### config.mk
export PLATFORM = sky130hd
export DESIGN_NAME = counter_window_ctrl
export DESIGN_NICKNAME = d
export VERILOG_FILES = /design/src/rtl/counter_window_ctrl.sv
export SDC_FILE = /design/constraint.sdc
export NUM_CORES = 1
export LEC_CHECK = 0
export BUFFER_PORTS_ARGS = -buffer_cell sky130_fd_sc_hd__buf_2
export CORE_MARGIN = 1.5
export CORE_UTILIZATION = 55
export DETAILED_ROUTE_END_ITERATION = 8
export PLACE_DENSITY = 0.8
export SYNTH_ARGS = -nofsm -noshare
export SYNTH_HDL_FRONTEND = slang
export SYNTH_SLANG_ARGS = --single-unit
export TNS_END_PERCENT = 10
### constraint.sdc
create_clock -name clk -period 3.4 [get_ports clk]
set_clock_uncertainty 0.2 [all_clocks]
set_input_delay 0.68 -clock clk [delete_from_list [all_inputs] [get_ports clk]]
set_output_delay 0.68 -clock clk [all_outputs]
set_load 0.005 [all_outputs]
### src/rtl/counter_window_ctrl.sv
// Wishbone-controlled measurement window for an external 16-bit event counter.
// The block opens the counter for WINDOW cycles, then captures its count and raises DONE and irq_o.
module counter_window_ctrl #(
  parameter int WIN_W   = 24,
  parameter int WIN_RST = 256
) (
  input  logic        clk,
  input  logic        reset_n,
  input  logic        wbs_cyc_i,
  input  logic        wbs_stb_i,
  input  logic        wbs_we_i,
  input  logic [3:0]  wbs_sel_i,
  input  logic [31:0] wbs_adr_i,
  input  logic [31:0] wbs_dat_i,
  output logic [31:0] wbs_dat_o,
  output logic        wbs_ack_o,
  input  logic [15:0] cnt_count_i,
  output logic        cnt_enable_o,
  output logic        cnt_clear_o,
  output logic        irq_o
);

  typedef enum logic [1:0] {
    S_IDLE    = 2'd0,
    S_CLEAR   = 2'd1,
    S_RUN     = 2'd2,
    S_CAPTURE = 2'd3
  } state_e;

  state_e             state_q;
  logic [1:0]         rst_sync_q;
  logic               active;
  logic               ack_q, irq_q, cnt_enable_q, cnt_clear_q;
  logic [31:0]        dat_q;
  logic               cont_q, irq_en_q;
  logic [WIN_W-1:0]   window_q, window_d, down_q, win_load;
  logic [15:0]        result_q, seq_q;
  logic               done_q, overrun_q;

  logic               bus_req, bus_wr;
  logic [1:0]         reg_idx;
  logic               ctrl_wr, win_wr, stat_w1c, start_req, abort_req;
  logic [31:0]        win_merged, rdata;

  // Reset release is re-timed so nothing moves before the second edge after deassertion.
  always_ff @(posedge clk or negedge reset_n) begin
    if (!reset_n) rst_sync_q <= 2'b00;
    else          rst_sync_q <= {rst_sync_q[0], 1'b1};
  end
  assign active = rst_sync_q[1];

  assign bus_req   = active & wbs_cyc_i & wbs_stb_i & ~ack_q;
  assign bus_wr    = bus_req & wbs_we_i;
  assign reg_idx   = wbs_adr_i[3:2];
  assign ctrl_wr   = bus_wr && (reg_idx == 2'd0) && wbs_sel_i[0];
  assign win_wr    = bus_wr && (reg_idx == 2'd1);
  assign stat_w1c  = bus_wr && (reg_idx == 2'd3) && wbs_sel_i[0];
  assign start_req = ctrl_wr & wbs_dat_i[0];
  assign abort_req = ctrl_wr & wbs_dat_i[2];
  assign win_load  = (window_q == '0) ? WIN_W'(1) : window_q;

  // NOTE: every variable an always_comb writes gets a default first, otherwise a latch is inferred.
  always_comb begin
    win_merged = 32'(window_q);
    for (int b = 0; b < 4; b++) begin
      if (wbs_sel_i[b]) win_merged[8*b +: 8] = wbs_dat_i[8*b +: 8];
    end
    window_d = win_wr ? win_merged[WIN_W-1:0] : window_q;
  end

  always_comb begin
    rdata = '0;
    case (reg_idx)
      2'd0: rdata = {28'd0, irq_en_q, 1'b0, cont_q, 1'b0};
      2'd1: rdata = 32'(window_q);
      2'd2: rdata = {seq_q, result_q};
      2'd3: rdata = {27'd0, state_q, overrun_q, done_q, (state_q != S_IDLE)};
      default: rdata = '0;
    endcase
  end

  // NOTE: sequential state is assigned with <= only, so every flop samples pre-edge values.
  always_ff @(posedge clk or negedge reset_n) begin
    if (!reset_n) begin
      ack_q    <= 1'b0;
      dat_q    <= '0;
      cont_q   <= 1'b0;
      irq_en_q <= 1'b0;
      window_q <= WIN_W'(WIN_RST);
      irq_q    <= 1'b0;
    end else if (active) begin
      ack_q    <= bus_req;
      window_q <= window_d;
      irq_q    <= done_q & irq_en_q;
      if (bus_req && !wbs_we_i) dat_q <= rdata;
      if (ctrl_wr) begin
        cont_q   <= wbs_dat_i[1];
        irq_en_q <= wbs_dat_i[3];
      end
    end
  end

  always_ff @(posedge clk or negedge reset_n) begin
    if (!reset_n) begin
      state_q      <= S_IDLE;
      down_q       <= '0;
      cnt_enable_q <= 1'b0;
      cnt_clear_q  <= 1'b0;
      result_q     <= '0;
      seq_q        <= '0;
      done_q       <= 1'b0;
      overrun_q    <= 1'b0;
    end else if (active) begin
      cnt_enable_q <= 1'b0;
      cnt_clear_q  <= 1'b0;
      // W1C comes first so a capture in the same cycle overrides it.
      if (stat_w1c) begin
        if (wbs_dat_i[1]) done_q    <= 1'b0;
        if (wbs_dat_i[2]) overrun_q <= 1'b0;
      end
      if (abort_req && state_q != S_IDLE) begin
        state_q <= S_IDLE;
      end else begin
        case (state_q)
          S_IDLE: begin
            if (start_req && !abort_req) begin
              state_q     <= S_CLEAR;
              cnt_clear_q <= 1'b1;
            end
          end
          S_CLEAR: begin
            down_q       <= win_load;
            state_q      <= S_RUN;
            cnt_enable_q <= 1'b1;
          end
          S_RUN: begin
            if (down_q == WIN_W'(1)) begin
              state_q <= S_CAPTURE;
            end else begin
              down_q       <= down_q - WIN_W'(1);
              cnt_enable_q <= 1'b1;
            end
          end
          S_CAPTURE: begin
            result_q <= cnt_count_i;
            seq_q    <= seq_q + 16'd1;
            done_q   <= 1'b1;
            if (done_q) overrun_q <= 1'b1;
            if (cont_q) begin
              state_q     <= S_CLEAR;
              cnt_clear_q <= 1'b1;
            end else begin
              state_q <= S_IDLE;
            end
          end
          default: state_q <= S_IDLE;
        endcase
      end
    end
  end

  assign wbs_ack_o    = ack_q;
  assign wbs_dat_o    = dat_q;
  assign cnt_enable_o = cnt_enable_q;
  assign cnt_clear_o  = cnt_clear_q;
  assign irq_o        = irq_q;

endmodule

==> impl_metrics.csv, run 1 <==
group,metric,value,unit
outcome,outcome,"complete, no violations",
route,drt-total-wl,15500,um
sta,tightest_slew,1150,ps
setup_path,worstPathMaxFanout,19,
cts,clk_pin_slew,60,ps
power_and_ir_drop,power,0.00575,W
setup_path,required,3580,ps
cts,clock-sinks,124,
sta,setup_violations,0,
finish,final_common_cell,"dfrtp_1",
yosys,synth_seq_cells,124,
route,firstDrtPassIters,6,
setup_path,cp_slowest_cell,"or4_1",
route,postRouteAntennaNets,0,
finish,design_area,7120,um2
hold_path,hold_end,"rst_sync_q[1]",
route,drc,0,
sta,rsz0062_at_grt,"no",
finish,n_antenna_cell,0,
global_routing,grt_start_max_net_pins,70,
cts,cts_tree,"done",
setup_path,r2r-start,"down_q[14]",
job,cap_violations,0,
setup_path,reg2reg_depth,6,
route,routed-wl-met3,1460,um
setup_path,arrival,3160,ps
finish,nets,742,
cts,cts-root-buf,"clkbuf_8",
sta,slew_headroom,0.236,
floorplan,core,10400,um2
hold_path,hold_path_class,"flop to flop",
yosys,syn_area,5900,um2
route,routed-via-count,4986,
setup_path,crit_family,"simple AND/OR/NAND/NOR gates",
cts,cts_setup_buffers,0,
global_routing,grt_use_total,0.288,
yosys,synthArstFlopShare,1.00,
yosys,yosys_most_used_dff,"dfrtp_1",
setup_path,crit_buf_inv,1,
yosys,syn_inst,559,
floorplan,row_count,37,
floorplan,die_w,107,um
setup_path,cp-start-kind,"flop",
setup_path,max_stage_delay,640,ps
global_routing,antenna_found_initial,0,
sta,finalMaxSlewViolations,0,
cts,cts_resized,0,
route,dr.first_iter.drc_count,657,
hold_path,min_path_cells,0,
route,viasPerCell,6.27,
setup_path,end_kind,"flop",
global_routing,grt_pass1_wl,24900,um
floorplan,die_area,11400,um2
finish,layout_common_cells,"dfrtp_1, buf_2, nand2_1",
yosys,syn_area_per_cell,10.6,um2
floorplan,initial_core_util,0.569,
finish,multiInputGateArea,2610,um2
power_and_ir_drop,p_leak,3.26,nW
setup_path,reg2reg_to,"down_q[15]",
global_routing,grt_overflow_total,0,
cts,numCtsBuffers,17,
sta,finalSetupTns,0,ps
power_and_ir_drop,ir_worst_vdd,0.000507,V
yosys,ys_warn_count,0,
place,place_area,6490,um2
finish,syn_to_final_growth,20.6,%
sta,max_freq,336,MHz
route,met1_length,5930,um
yosys,synth_cell_type_count,59,
cts,clock_latency,520,ps
yosys,syn_nets,655,
cts,cts.path.max_buffers,2,
floorplan,io_pins,125,
floorplan,die_y,107,um
route,wl_per_cell,19.4,um
yosys,synth-edff-count,0,
route,top_layer,"met4",
yosys,synth_seq_area_share,0.526,
power_and_ir_drop,p_per_area,808,nW/um2
setup_path,crit_type,"flop to flop",
place,place_congestion,0.930,
place,port_buffers,85,
yosys,synth_top_area_cell,"dfrtp_1",
global_routing,grt_pass1_vias,4938,
sta,post-route-period-util,0.876,
finish,regArea,3100,um2
sta,hold_viol,0,
cts,hold_buffers,1,
setup_path,reg2reg_slack,420,ps
yosys,yosysTopAreaCellShare,0.521,
yosys,synthTopCellsByArea,"dfrtp_1, mux2_1, nand2_1",
setup_path,worstPathCellList,"or4_4 > or4_1 > o311ai_4 > buf_12 > a21oi_1 > a2bb2oi_1",
finish,fillers,749,
finish,drive_gt1_frac,0.231,
route,wl_met2,7590,um
cts,htree_levels,4,
place,dp.final_hpwl,10100,um
hold_path,hold_path.startpoint,"rst_sync_q[0]",
sta,min_period,2980,ps
[cell families after synthesis]
| kind of cell | Yosys count | share of synthesized area |
|---|---|---|
| xor+xnor | 15 | 0.0222 |
| mux | 50 | 0.0987 |
| buf+inv | 45 | 0.0339 |
| compound gates | 122 | 0.147 |
| flops | 124 | 0.526 |
| fa+ha+maj | 7 | 0.0148 |
| other cells | 1 | 0.000635 |
| simple gates | 195 | 0.157 |
[cell usage after synthesis, types with 2 or more instances]
cell type and instances:
a21oi_1 24, a221oi_1 19, a22oi_1 3, a22oi_2 2
a2bb2oi_1 8, a31oi_1 8, and3_1 4, buf_2 4
buf_6 3, clkbuf_1 22, dfrtp_1 123, ha_1 7
inv_1 14, mux2_1 35, mux2_2 11, mux2i_1 2
mux4_2 2, nand2_1 67, nand2b_1 3, nand3_1 12
nand4_1 8, nand4b_1 2, nor2_1 58, nor2b_1 4
nor3_1 3, nor3b_1 3, nor4_1 12, o211ai_1 3
o21a_1 2, o21ai_0 14, o21ai_1 10, o22a_1 5
o22ai_1 10, o31a_1 3, o31ai_1 3, or3_1 8
or4_1 3, xnor2_1 11, xor2_1 4
[sequential cells by signal, summed over array words and instances, names as in the netlist]
signal / flops
cnt_clear_o: 1
cnt_enable_o: 1
cont_q: 1
done_q: 1
down_q: 24
irq_en_q: 1
irq_o: 1
overrun_q: 1
result_q: 16
rst_sync_q: 2
seq_q: 16
state_q: 2
wbs_ack_o: 1
wbs_dat_o: 32
window_q: 24
[final cells by class]
type / count / share of cell area
sequential: 124 / 0.436
tap: 136 / 0.0239
clock inverter: 13 / 0.0271
inverter: 14 / 0.00738
clock buffer: 19 / 0.0606
multi-input combinational: 390 / 0.367
timing repair buffer: 99 / 0.0787
[report_power, final]
| part | internal (W) | total, W | switching (W) |
|---|---|---|---|
| clock network | 0.00121 | 0.00189 | 0.000672 |
| registers | 0.00188 | 0.00225 | 0.000370 |
| logic | 0.000725 | 0.00161 | 0.000889 |
[metal layers]
| metal | vias to the layer above | global-route usage |
|---|---|---|
| met5 | - | 0 |
| met4 | 0 | 0.150 |
| met3 | 52 | 0.0717 |
| met2 | 290 | 0.446 |
| met1 | 2432 | 0.376 |
| li1 | 2212 | - |
[metrics by stage]
stage          std cells  hold WS, ps   util  setup slack [ps]
2_1_floorplan        559          131      -               689
3_3_place_gp         762          131  0.626               507
3_5_place_dp         762          149  0.626               476
4_1_cts              795          157  0.687               477
5_1_grt              795          158  0.687               289
6_report             795          162  0.687               421
[worst max-delay path by stage]
stage               slack (ps)          from            to  cells past startpoint
global route               290    state_q[0]     seq_q[12]                      7
floorplan                  690  wbs_adr_i[2]  result_q[10]                      5
finish                     420    down_q[14]    down_q[15]                      6
global placement           510  wbs_adr_i[2]     seq_q[12]                      6
CTS                        480    down_q[12]    down_q[14]                      6
detailed placement         480  wbs_adr_i[2]     seq_q[12]                      6
[worst reg2reg max path, stage by stage (launching register included)]
cell and delay, ps:
dfrtp_1 420, or4_4 580, or4_1 640, o311ai_4 540, buf_12 220, a21oi_1 70, a2bb2oi_1 180
(Power assumes the default switching activity.)
==> run 2, diff against run 1 <==
--- a/config.mk
+++ b/config.mk
@@ -9,7 +9,7 @@
 export CORE_MARGIN = 1.5
 export CORE_UTILIZATION = 55
 export DETAILED_ROUTE_END_ITERATION = 8
-export PLACE_DENSITY = 0.8
+export PLACE_DENSITY = 0.78
 export SYNTH_ARGS = -nofsm -noshare
 export SYNTH_HDL_FRONTEND = slang
 export SYNTH_SLANG_ARGS = --single-unit
==> run 2 against run 1 <==
  * Global-route usage fell by 0.50 points
  * Largest cell class unchanged
  * Via count shrank 1.9%
  * Flip-flop and latch count is the same
  * Critical endpoint is now seq_q[12]
==> impl_metrics.csv, run 2 (synthesis results as in run 1) <==
group,metric,value,unit
floorplan,io_pins,125,
finish,nets,743,
route,drc,0,
global_routing,grt_start_max_net_pins,53,
place,place_congestion,0.895,
route,postRouteAntennaNets,0,
floorplan,die_w,107,um
setup_path,end_kind,"flop",
sta,post-route-period-util,0.859,
hold_path,min_path_cells,2,
setup_path,crit_type,"flop to flop",
setup_path,worstPathMaxFanout,14,
finish,drive_gt1_frac,0.223,
power_and_ir_drop,pwr-share-comb,0.291,
power_and_ir_drop,clkPwrFrac,0.303,
global_routing,antenna_found_initial,0,
finish,final_common_cell,"dfrtp_1",
outcome,outcome,"complete, no violations",
hold_path,hold_path_class,"input pin to flop",
finish,largest_reg_flops,32,
cts,numCtsBuffers,17,
sta,tightest_slew,800,ps
cts,clk_pin_slew,60,ps
power_and_ir_drop,p_sw,0.00186,W
setup_path,reg2reg_depth,7,
setup_path,reg2reg_to,"seq_q[12]",
power_and_ir_drop,p_seq_frac,0.407,
sta,hold_slack,154,ps
setup_path,r2r-start,"state_q[0]",
sta,max_freq,342,MHz
floorplan,core,10400,um2
sta,min_period,2920,ps
sta,hold_viol,0,
setup_path,cp-start-kind,"flop",
sta,finalSetupTns,0,ps
finish,syn_to_final_growth,19.3,%
route,wl_per_cell,18.8,um
setup_path,reg2reg_slack,480,ps
finish,regArea,3100,um2
route,drt-total-wl,14900,um
hold_path,hold_end,"window_q[14]",
setup_path,arrival,3180,ps
power_and_ir_drop,p_leak,3.24,nW
place,port_buffers,85,
finish,fillers,785,
sta,finalMaxSlewViolations,0,
cts,clock-sinks,124,
floorplan,die_y,107,um
power_and_ir_drop,internal-power,0.00366,W
power_and_ir_drop,switching_share,0.337,
global_routing,grt_pass1_wl,24500,um
cts,cts_tree,"done",
route,firstDrtPassIters,5,
place,dpl.cell_count,763,
sta,slew_headroom,0.465,
cts,htree_levels,4,
finish,finalNonFillerCells,795,
finish,n_antenna_cell,0,
place,dp.final_hpwl,10000,um
finish,multiInputGateArea,2610,um2
setup_path,required,3660,ps
hold_path,hold_path.startpoint,"wbs_dat_i[14]",
cts,cts.path.max_buffers,2,
finish,layout_common_cells,"dfrtp_1, buf_2, nand2_1",
sta,setup_violations,0,
route,dr.first_iter.drc_count,515,
cts,clock_latency,540,ps
power_and_ir_drop,p_per_area,784,nW/um2
sta,rsz0062_at_grt,"no",
cts,cts-root-buf,"clkbuf_8",
floorplan,row_count,37,
global_routing,grt_use_total,0.283,
floorplan,initial_core_util,0.569,
global_routing,grt_overflow_total,0,
job,cap_violations,0,
power_and_ir_drop,ir_worst_vdd,0.000498,V
floorplan,die_area,11400,um2
global_routing,grt_pass1_vias,4817,
route,viasPerCell,6.15,
route,routed-via-count,4889,
## run 2: power by group through the flow
stage                     Combinational, W  Sequential (W)  Clock (W)
after global routing               0.00177         0.00230    0.00175
after global placement             0.00149         0.00222          0
after detailed placement           0.00158         0.00225          0
after floorplan                    0.00118         0.00216          0
final                              0.00161         0.00225    0.00167
after CTS                          0.00159         0.00223    0.00168
## run 2: how the worst max path moves through the flow
stage,cells after the start,to,slack [ps],start
after floorplan,5,result_q[10],690,wbs_adr_i[2]
after global placement,6,down_q[14],560,down_q[12]
after detailed placement,6,seq_q[12],480,wbs_adr_i[2]
after CTS,6,down_q[14],510,down_q[10]
after global routing,7,seq_q[12],340,state_q[0]
final,7,seq_q[12],480,state_q[0]
## run 2: area by class of cell
class | count | share of cell area
Tap cell | 136 | 0.0242
Clock inverter | 8 | 0.0133
Clock buffer | 23 | 0.0634
Multi-Input combinational cell | 390 | 0.370
Inverter | 14 | 0.00746
Timing Repair Buffer | 100 | 0.0806
Sequential cell | 124 | 0.441
## run 2: through the flow
step | instance area (um2) | total power [W] | worst slack, ps | util
6_report | 7040 | 0.00552 | 479 | 0.679
5_1_grt | 7040 | 0.00582 | 340 | 0.679
4_1_cts | 7040 | 0.00551 | 511 | 0.679
3_5_place_dp | 6490 | 0.00382 | 479 | 0.626
3_3_place_gp | 6490 | 0.00371 | 560 | 0.626
2_1_floorplan | 5900 | 0.00333 | 689 | -
## run 2: timing repair
action,4_1_cts,5_1_grt
buffers inserted,0,0
hold endpoints to repair,1,0
gates resized for setup,0,0
hold buffers,1,0
endpoints found under the setup margin,0,0
## run 2: worst max-delay path, cell delays in order, from the launching register on
cell and delay (ps):
dfrtp_1 460, inv_1 130, ha_1 270, nor2b_1 120, a31oi_2 690, nand2_1 290, nor4_1 490, xor2_1 190
## run 2: metal layers
layer,track usage,vias up,share of wire
li1,-,2215,-
met1,0.373,2433,0.42
met2,0.453,206,0.48
met3,0.0584,35,0.066
met4,0.127,0,0.026
met5,0,-,0
==> run 3, diff against run 2 <==
--- a/config.mk
+++ b/config.mk
@@ -5,7 +5,7 @@
 export SDC_FILE = /design/constraint.sdc
 export NUM_CORES = 1
 export LEC_CHECK = 0
-export BUFFER_PORTS_ARGS = -buffer_cell sky130_fd_sc_hd__buf_2
+export BUFFER_PORTS_ARGS = -buffer_cell sky130_fd_sc_hd__buf_4
 export CORE_MARGIN = 1.5
 export CORE_UTILIZATION = 55
 export DETAILED_ROUTE_END_ITERATION = 8
==> run 3 against run 2 <==
  * Flip-flop and latch count stayed put
  * Worst hold slack improved by 7.6 ps
  * Final area is 2.9% higher
  * Sequential power hardly changed
  * Combinational power up 2%
  * Register-to-register slack gained 20 ps
  * Clock power decreased by 5%
  * Setup slack improved by 17 ps
  * Critical path depth down 1
  * Utilization increased by 1.9 points
  * Wire length did not move
  * Highest routed layer unchanged
==> impl_metrics.csv, run 3 (synthesis results as in run 1) <==
group,metric,value,unit
outcome,outcome,"complete, no violations",
finish,regArea,3100,um2
sta,slew_headroom,0.583,
finish,drive_gt1_frac,0.227,
cts,cts_tree,"done",
cts,clock_latency,510,ps
floorplan,die_area,11400,um2
floorplan,die_y,107,um
route,routed-via-count,4823,
route,dr.first_iter.drc_count,396,
floorplan,die_w,107,um
finish,multiInputGateArea,2610,um2
sta,finalMaxSlewViolations,0,
setup_path,crit_type,"flop to flop",
sta,setup_violations,0,
cts,cts-root-buf,"clkbuf_8",
place,place_congestion,0.940,
sta,max_freq,344,MHz
global_routing,grt_pass1_wl,24500,um
floorplan,io_pins,125,
finish,nets,744,
finish,largest_reg_flops,32,
finish,fillers,754,
global_routing,grt_overflow_total,0,
place,place_area,6710,um2
place,dp.final_hpwl,9840,um
sta,hold_viol,0,
finish,n_antenna_cell,0,
sta,rsz0062_at_grt,"no",
sta,post-route-period-util,0.854,
setup_path,worstPathCellList,"or3_1 > or4_1 > o311ai_4 > buf_12 > a21oi_1 > o22a_1",
setup_path,crit_buf_inv,1,
place,dpl.cell_count,764,
global_routing,antenna_found_initial,0,
place,port_buffers,85,
global_routing,grt_start_max_net_pins,48,
cts,clock-sinks,124,
finish,final_common_cell,"dfrtp_1",
power_and_ir_drop,p_per_area,756,nW/um2
sta,finalSetupTns,0,ps
power_and_ir_drop,p_leak,3.29,nW
setup_path,crit_family,"simple AND/OR/NAND/NOR gates",
cts,cts.path.max_buffers,2,
floorplan,row_count,37,
route,drc,0,
cts,cts_setup_buffers,0,
cts,cts_resized,0,
job,cap_violations,0,
cts,hold_buffers,1,
finish,syn_to_final_growth,22.7,%
finish,layout_common_cells,"dfrtp_1, buf_4, nand2_1",
cts,htree_levels,4,
setup_path,cp_slowest_cell,"or4_1",
global_routing,grt_use_total,0.282,
route,viasPerCell,6.05,
finish,post-route-util,0.699,
sta,min_period,2900,ps
route,wl_per_cell,18.7,um
floorplan,core,10400,um2
floorplan,initial_core_util,0.569,
finish,design_area,7250,um2
route,postRouteAntennaNets,0,
setup_path,required,3590,ps
setup_path,end_kind,"flop",
cts,clk_pin_slew,50,ps
route,drt-total-wl,14900,um
setup_path,cp-start-kind,"flop",
cts,numCtsBuffers,17,
setup_path,worstPathMaxFanout,19,
hold_path,hold_path_class,"flop to flop",
global_routing,grt_pass1_vias,4795,
finish,finalNonFillerCells,797,
sta,tightest_slew,626,ps
route,firstDrtPassIters,6,
setup_path,max_stage_delay,730,ps
power_and_ir_drop,ir_worst_vdd,0.000524,V
setup_path,arrival,3100,ps
run 3: cell count changes in the layout (fill, tap and decap cells not counted), sizes merged:
cell / previous run / this run
buf: 99 / 100
bufinv: 2 / 0
clkinvlp: 0 / 2
clkbuf: 23 / 25
clkinv: 6 / 5
run 3: worst paths after layout:
kind | start | endpoint | slack (ps) | cells after the start
worst max-delay path | down_q[10] | down_q[14] | 500 | 6
worst min-delay path | rst_sync_q[0] | rst_sync_q[1] | 160 | 0
worst max register to register | down_q[10] | down_q[14] | 500 | 6
worst min register to register | rst_sync_q[0] | rst_sync_q[1] | 160 | 0
max in group asynchronous | reset_n | window_q[8] | 1710 | 3
min in group asynchronous | reset_n | window_q[7] | 530 | 2
run 3: cell type report:
| class | count | area share |
|---|---|---|
| clock buffers | 25 | 0.0668 |
| multi-input cells | 390 | 0.360 |
| inverters | 14 | 0.00725 |
| flip-flops and latches | 124 | 0.428 |
| clock inverters | 7 | 0.00553 |
| repair buffers | 101 | 0.108 |
| well taps | 136 | 0.0235 |
run 3: per-stage QoR:
stage / setup WS, ps / power (W) / hold slack, ps
2_1_floorplan: 689 / 0.00333 / 131
3_3_place_gp: 546 / 0.00379 / 133
3_5_place_dp: 534 / 0.00389 / 154
4_1_cts: 524 / 0.00549 / 166
5_1_grt: 396 / 0.00581 / 164
6_report: 497 / 0.00548 / 162
run 3: power breakdown:
group | total, W | internal [W] | leakage (nW) | switching [W]
registers | 0.00225 | 0.00188 | 1.57 | 0.000365
clock network | 0.00158 | 0.000965 | 0.258 | 0.000612
logic | 0.00165 | 0.000789 | 1.46 | 0.000866
run 3: routing by layer:
layer	vias to the layer above	global-route usage	part of all wire
li1	2217	-	-
met1	2386	0.381	0.43
met2	196	0.459	0.50
met3	24	0.0632	0.065
met4	0	0.0838	0.012
met5	-	0	0
